$ cat src/rtl/lc3_pkg.sv
// Shared types and constants for the LC-3 memory-side bus agent.
package lc3_pkg;

    localparam int LC3_WORD_W          = 16;
    localparam int MEM_TIMEOUT_DEFAULT = 64;

    typedef enum logic [1:0] {
        IDLE = 2'd0,
        RD   = 2'd1,
        WR   = 2'd2,
        DONE = 2'd3
    } mem_state_t;

endpackage

$ cat src/rtl/lc3_mem_timer.sv
// Timeout counter for a pending memory access: clear, load, count-enable,
// and a terminal-count flag raised when the count reaches TERMINAL-1.
module lc3_mem_timer #(
    parameter int TERMINAL = 64,
    parameter int CNT_W    = $clog2(TERMINAL + 1)
) (
    input  logic             clk,
    input  logic             rst,
    input  logic             clr_i,
    input  logic             ld_i,
    input  logic [CNT_W-1:0] ld_val_i,
    input  logic             en_i,
    output logic             tc_o
);

    logic [CNT_W-1:0] cnt_q;
    logic [CNT_W-1:0] cnt_d;

    assign tc_o = (cnt_q == CNT_W'(TERMINAL - 1));

    // NOTE: every combinational output is given a default first so no path leaves it unassigned (no latch).
    always_comb begin
        cnt_d = cnt_q;
        if (clr_i) begin
            cnt_d = '0;
        end else if (ld_i) begin
            cnt_d = ld_val_i;
        end else if (en_i && !tc_o) begin
            cnt_d = cnt_q + CNT_W'(1);
        end
    end

    // NOTE: state registers use non-blocking assignments so every flop samples pre-edge values.
    always_ff @(posedge clk) begin
        if (rst) begin
            cnt_q <= '0;
        end else begin
            cnt_q <= cnt_d;
        end
    end

endmodule

$ cat src/rtl/lc3_mem_if.sv
// LC-3 memory bus agent: MAR/MDR, req/ack handshake with timeout, the R
// (ready) flag for the control FSM, and the gated MDR driver onto the bus.
module lc3_mem_if
    import lc3_pkg::*;
#(
    parameter int ADDR_W         = LC3_WORD_W,
    parameter int DATA_W         = LC3_WORD_W,
    parameter int TIMEOUT_CYCLES = MEM_TIMEOUT_DEFAULT
) (
    input  logic              clk,
    input  logic              rst,
    input  logic [DATA_W-1:0] data_bus,
    input  logic              ld_mar,
    input  logic              ld_mdr,
    input  logic              mio_en,
    input  logic              r_w,
    input  logic              gate_mdr,
    input  logic              clr_err,
    output logic [DATA_W-1:0] mdr_bus_out,
    output logic              ready,
    output logic              err,
    output logic              mem_req,
    output logic              mem_we,
    output logic [ADDR_W-1:0] mem_addr,
    output logic [DATA_W-1:0] mem_wdata,
    input  logic [DATA_W-1:0] mem_rdata,
    input  logic              mem_ack
);

    localparam int CNT_W = $clog2(TIMEOUT_CYCLES + 1);

    mem_state_t        state_q, state_d;
    logic [ADDR_W-1:0] mar_q, mar_d;
    logic [DATA_W-1:0] mdr_q, mdr_d;
    logic              err_q, err_d;
    logic              ready_q, ready_d;
    logic              timer_clr, timer_en, timer_tc;
    logic              timeout;

    lc3_mem_timer #(
        .TERMINAL (TIMEOUT_CYCLES),
        .CNT_W    (CNT_W)
    ) u_timer (
        .clk      (clk),
        .rst      (rst),
        .clr_i    (timer_clr),
        .ld_i     (1'b0),
        .ld_val_i ({CNT_W{1'b0}}),
        .en_i     (timer_en),
        .tc_o     (timer_tc)
    );

    always_comb begin
        state_d   = state_q;
        mar_d     = mar_q;
        mdr_d     = mdr_q;
        timer_clr = 1'b1;
        timer_en  = 1'b0;
        timeout   = 1'b0;

        case (state_q)
            IDLE: begin
                if (ld_mar)            mar_d = ADDR_W'(data_bus);
                if (ld_mdr && !mio_en) mdr_d = data_bus;
                if (mio_en)            state_d = r_w ? WR : RD;
            end
            RD, WR: begin
                // MAR/MDR are frozen here; only an acknowledged read updates MDR.
                timer_clr = 1'b0;
                timer_en  = 1'b1;
                if (mem_ack) begin
                    if (state_q == RD && ld_mdr) mdr_d = mem_rdata;
                    state_d = DONE;
                end else if (timer_tc) begin
                    timeout = 1'b1;
                    state_d = DONE;
                end
            end
            DONE: begin
                if (!mio_en) state_d = IDLE;
            end
            default: state_d = IDLE;
        endcase

        err_d   = (err_q && !clr_err) || timeout;
        ready_d = (state_d == DONE);
    end

    always_ff @(posedge clk) begin
        if (rst) begin
            state_q <= IDLE;
            mar_q   <= '0;
            mdr_q   <= '0;
            err_q   <= 1'b0;
            ready_q <= 1'b0;
        end else begin
            state_q <= state_d;
            mar_q   <= mar_d;
            mdr_q   <= mdr_d;
            err_q   <= err_d;
            ready_q <= ready_d;
        end
    end

    assign mem_req     = (state_q == RD) || (state_q == WR);
    assign mem_we      = (state_q == WR);
    assign mem_addr    = mar_q;
    assign mem_wdata   = mdr_q;
    assign ready       = ready_q;
    assign err         = err_q;
    assign mdr_bus_out = gate_mdr ? mdr_q : '0;

endmodule

$ cat config.mk
export PLATFORM = sky130hd
export DESIGN_NAME = lc3_mem_if
export DESIGN_NICKNAME = d
export VERILOG_FILES = /design/src/rtl/lc3_pkg.sv /design/src/rtl/lc3_mem_timer.sv /design/src/rtl/lc3_mem_if.sv
export SDC_FILE = /design/constraint.sdc
export NUM_CORES = 1
export LEC_CHECK = 0
export BUFFER_PORTS_ARGS = -buffer_cell sky130_fd_sc_hd__buf_4
export CAP_MARGIN = 0
export CORE_MARGIN = 3
export CORE_UTILIZATION = 46
export CTS_CLUSTER_SIZE = 40
export DETAILED_ROUTE_END_ITERATION = 8
export PLACE_DENSITY = 0.81
export SLEW_MARGIN = 30
export SYNTH_ARGS = -nofsm -noshare
export SYNTH_HDL_FRONTEND = slang
export SYNTH_SLANG_ARGS = --single-unit
$ cat constraint.sdc
create_clock -name clk -period 2.5 [get_ports clk]
set_input_delay 0.5 -clock clk [delete_from_list [all_inputs] [get_ports clk]]
set_output_delay 0.5 -clock clk [all_outputs]
set_load 0.1 [all_outputs]
==> metrics.txt <==
max-slew violations 0; CTS buffer count 5; GR peak layer met2; Fin Setup TNS 0 ps; I/O pin count 93; Max Cap Viol 0; met2 Use GR 38.4%; Worst Tran Pin Value 551 ps; Worst Setup Start Kind flip-flop; Final Hold Viols 0; H-tree depth 2; drt via density 5.24; final critical-path share of the clock period 87.1%; dpl hpwl 4.19 mm; Syn Area/Cell 8.85 µm²; status completed; Worst EP arrival 1680 ps; post-synth top area share 42.5%; Worst setup EP type output port; initial antenna violation count 0; flops & latches, synth 43; dominant cell type by area after synthesis dfxtp_1; total power 2.46 mW; Worst-path clk slew 80 ps; Post-CTS Setup Bufs 0; Warnings, synthesis 0; cell repeated most along the worst path buf_4; layout cells sized above 1 37.5%; maximum vdd drop 0.731 mV; leakage 1.24 nW; Root Driver clkbuf_8; drt pass-1 iters 4; Die Ht 72.4 µm; Most used DFF post-synth dfxtp_1; Period minus WS final 2180 ps; Setup CP Type reg -> out; Async S/R FF share, synth 0%; CP cell instances inv_1 -> ha_2 -> buf_4 -> buf_4; CP max stage cell dfxtp_1; Worst EP required 2000 ps; Final Cell Area 2820 µm²; CTS tree yes; most common cell in the synthesized netlist dfxtp_1; sequential element share of the synthesized area 42.5%; Critical Path Max Stage Delay 390 ps; synth top area cells dfxtp_1 42%, a211oi_2 8.6%, mux2i_1 8.4%; initial core utilization 49.3%; # hold bufs at CTS 0; row count 23; RSZ-0062 raised after global routing false; Cells after Synth 229; M1 GR Usage 23.7%; routed vias 1924; dpl cell area 2730 µm²; PwrDens 870 nW/µm²; final worst-path setup slack 322 ps; final setup fails 0; GR Util All Layers 21.6%; pre-CTS WS 472 ps; Final Util 68.6%; CTS max path bufs 2; Syn Nets 275; routing usage on met3 8.03%; drt wl/cell 14.9 µm; relative slew slack 63.2%; Max FO, Critical Path 12; Worst Hold Class in -> reg; vias in the first global route 1955; Final Non-Filler Cells 367; Final nets 362; synth cell count leaders 43 x dfxtp_1, 38 x nand2_1, 23 x nor2_1; Area growth syn-to-layout 39.3%; placed cell count 359; Die ar. 5240 µm²; largest net degree at the start of global routing 39; IO Port Bufs 92; core area 4120 µm²; Post-CTS Resized 0; Detail Route Antenna Nets 0; first-pass GRT wire length 8.89 mm; Final Hold Slack 449 ps; clk sinks 43; Post-synth EDFFs 0; # DRC 0; drt total wl 5.45 mm; drt first-iter violations 44; GP Congestion 0.843; f_max 459 MHz; # diodes 0; Syn Std Cell Area 2030 µm²; Worst Clk Skew 10.2 ps; grt total ovfl 0; Die W 72.4 µm; Yosys cell types 31; worst skew pair latency 300 ps
==> critical path: cells and delay by family (launching register included) <==
family	cells	cell delay [ps]
flops	1	390
buf+inv	3	630
fa+ha+maj	1	350
==> cells by family after synthesis <==
logic type,Yosys count,share of synthesized area (%)
AND/OR/NAND/NOR,95,21.9
AO/OA/AOI/OAI,48,18.8
flip-flops,43,42.5
buffers and inverters,19,4.57
multiplexers,17,8.39
adder cells (fa/ha/maj),5,3.09
XOR/XNOR,2,0.864
==> report_power, final <==
group | switching, mW | leakage (nW) | total, mW | internal [mW]
sequential | 0.0485 | 0.352 | 0.802 | 0.754
combinational | 0.905 | 0.834 | 1.19 | 0.289
clock | 0.233 | 0.0484 | 0.460 | 0.226
total | 1.19 | 1.24 | 2.46 | 1.27
==> per-layer routing <==
metal	part of all wire, %	wire length, µm	vias to the layer above
met5	0	0	-
met4	1.4	78	0
met1	40	2160	889
met3	10	548	9
li1	-	-	948
met2	49	2660	78
==> path summary, 6_finish.rpt <==
path	cells past startpoint	slack [ps]	startpoint	to
setup reg to reg	7	440	state_q[0]$_SDFF_PP0_	mem_wdata[10]$_SDFFE_PP0P_
hold reg to reg	2	450	u_timer.cnt_q[6]$_SDFFE_PP0P_	u_timer.cnt_q[6]$_SDFFE_PP0P_
setup / recovery	4	320	state_q[1]$_SDFF_PP0_	mem_req
hold / removal	3	450	data_bus[13]	mem_addr[13]$_SDFFE_PP0P_
==> registers in the layout (all words and copies together), names as in the netlist <==
register	flops
mem_addr	16
mem_wdata	16
u_timer.cnt_q	7
state_q	2
err	1
ready	1
==> final cells by class <==
class / count / area [µm²]
fillers: 340 / 1290
multi-input cells: 167 / 1080
flip-flops and latches: 43 / 861
repair buffers: 95 / 713
clock buffers: 7 / 86.3
well taps: 50 / 62.6
inverters: 4 / 15.0
clock inverters: 1 / 8.76
==> cells in the final DEF, fill, tap and decap left out, drive strengths merged <==
cell type,synthesis,layout
a21oi,21,21
nand3b,3,3
and2b,1,1
a2111oi,1,1
a31oi,2,2
buf,6,95
nand2,38,38
o22ai,1,1
a211oi,16,16
inv,4,4
nor2b,2,2
and3,2,2
dfxtp,43,43
a311oi,1,1
nor3,2,2
clkinv,0,1
xnor2,1,1
clkbuf,9,7
ha,5,5
mux2i,17,17
and2,18,18
nand4,1,1
nand3,1,1
o21ai,6,6
nor2,23,23
xor2,1,1
or2,1,1
nand2b,3,3
No activity file was read; power rests on OpenSTA's default activity.
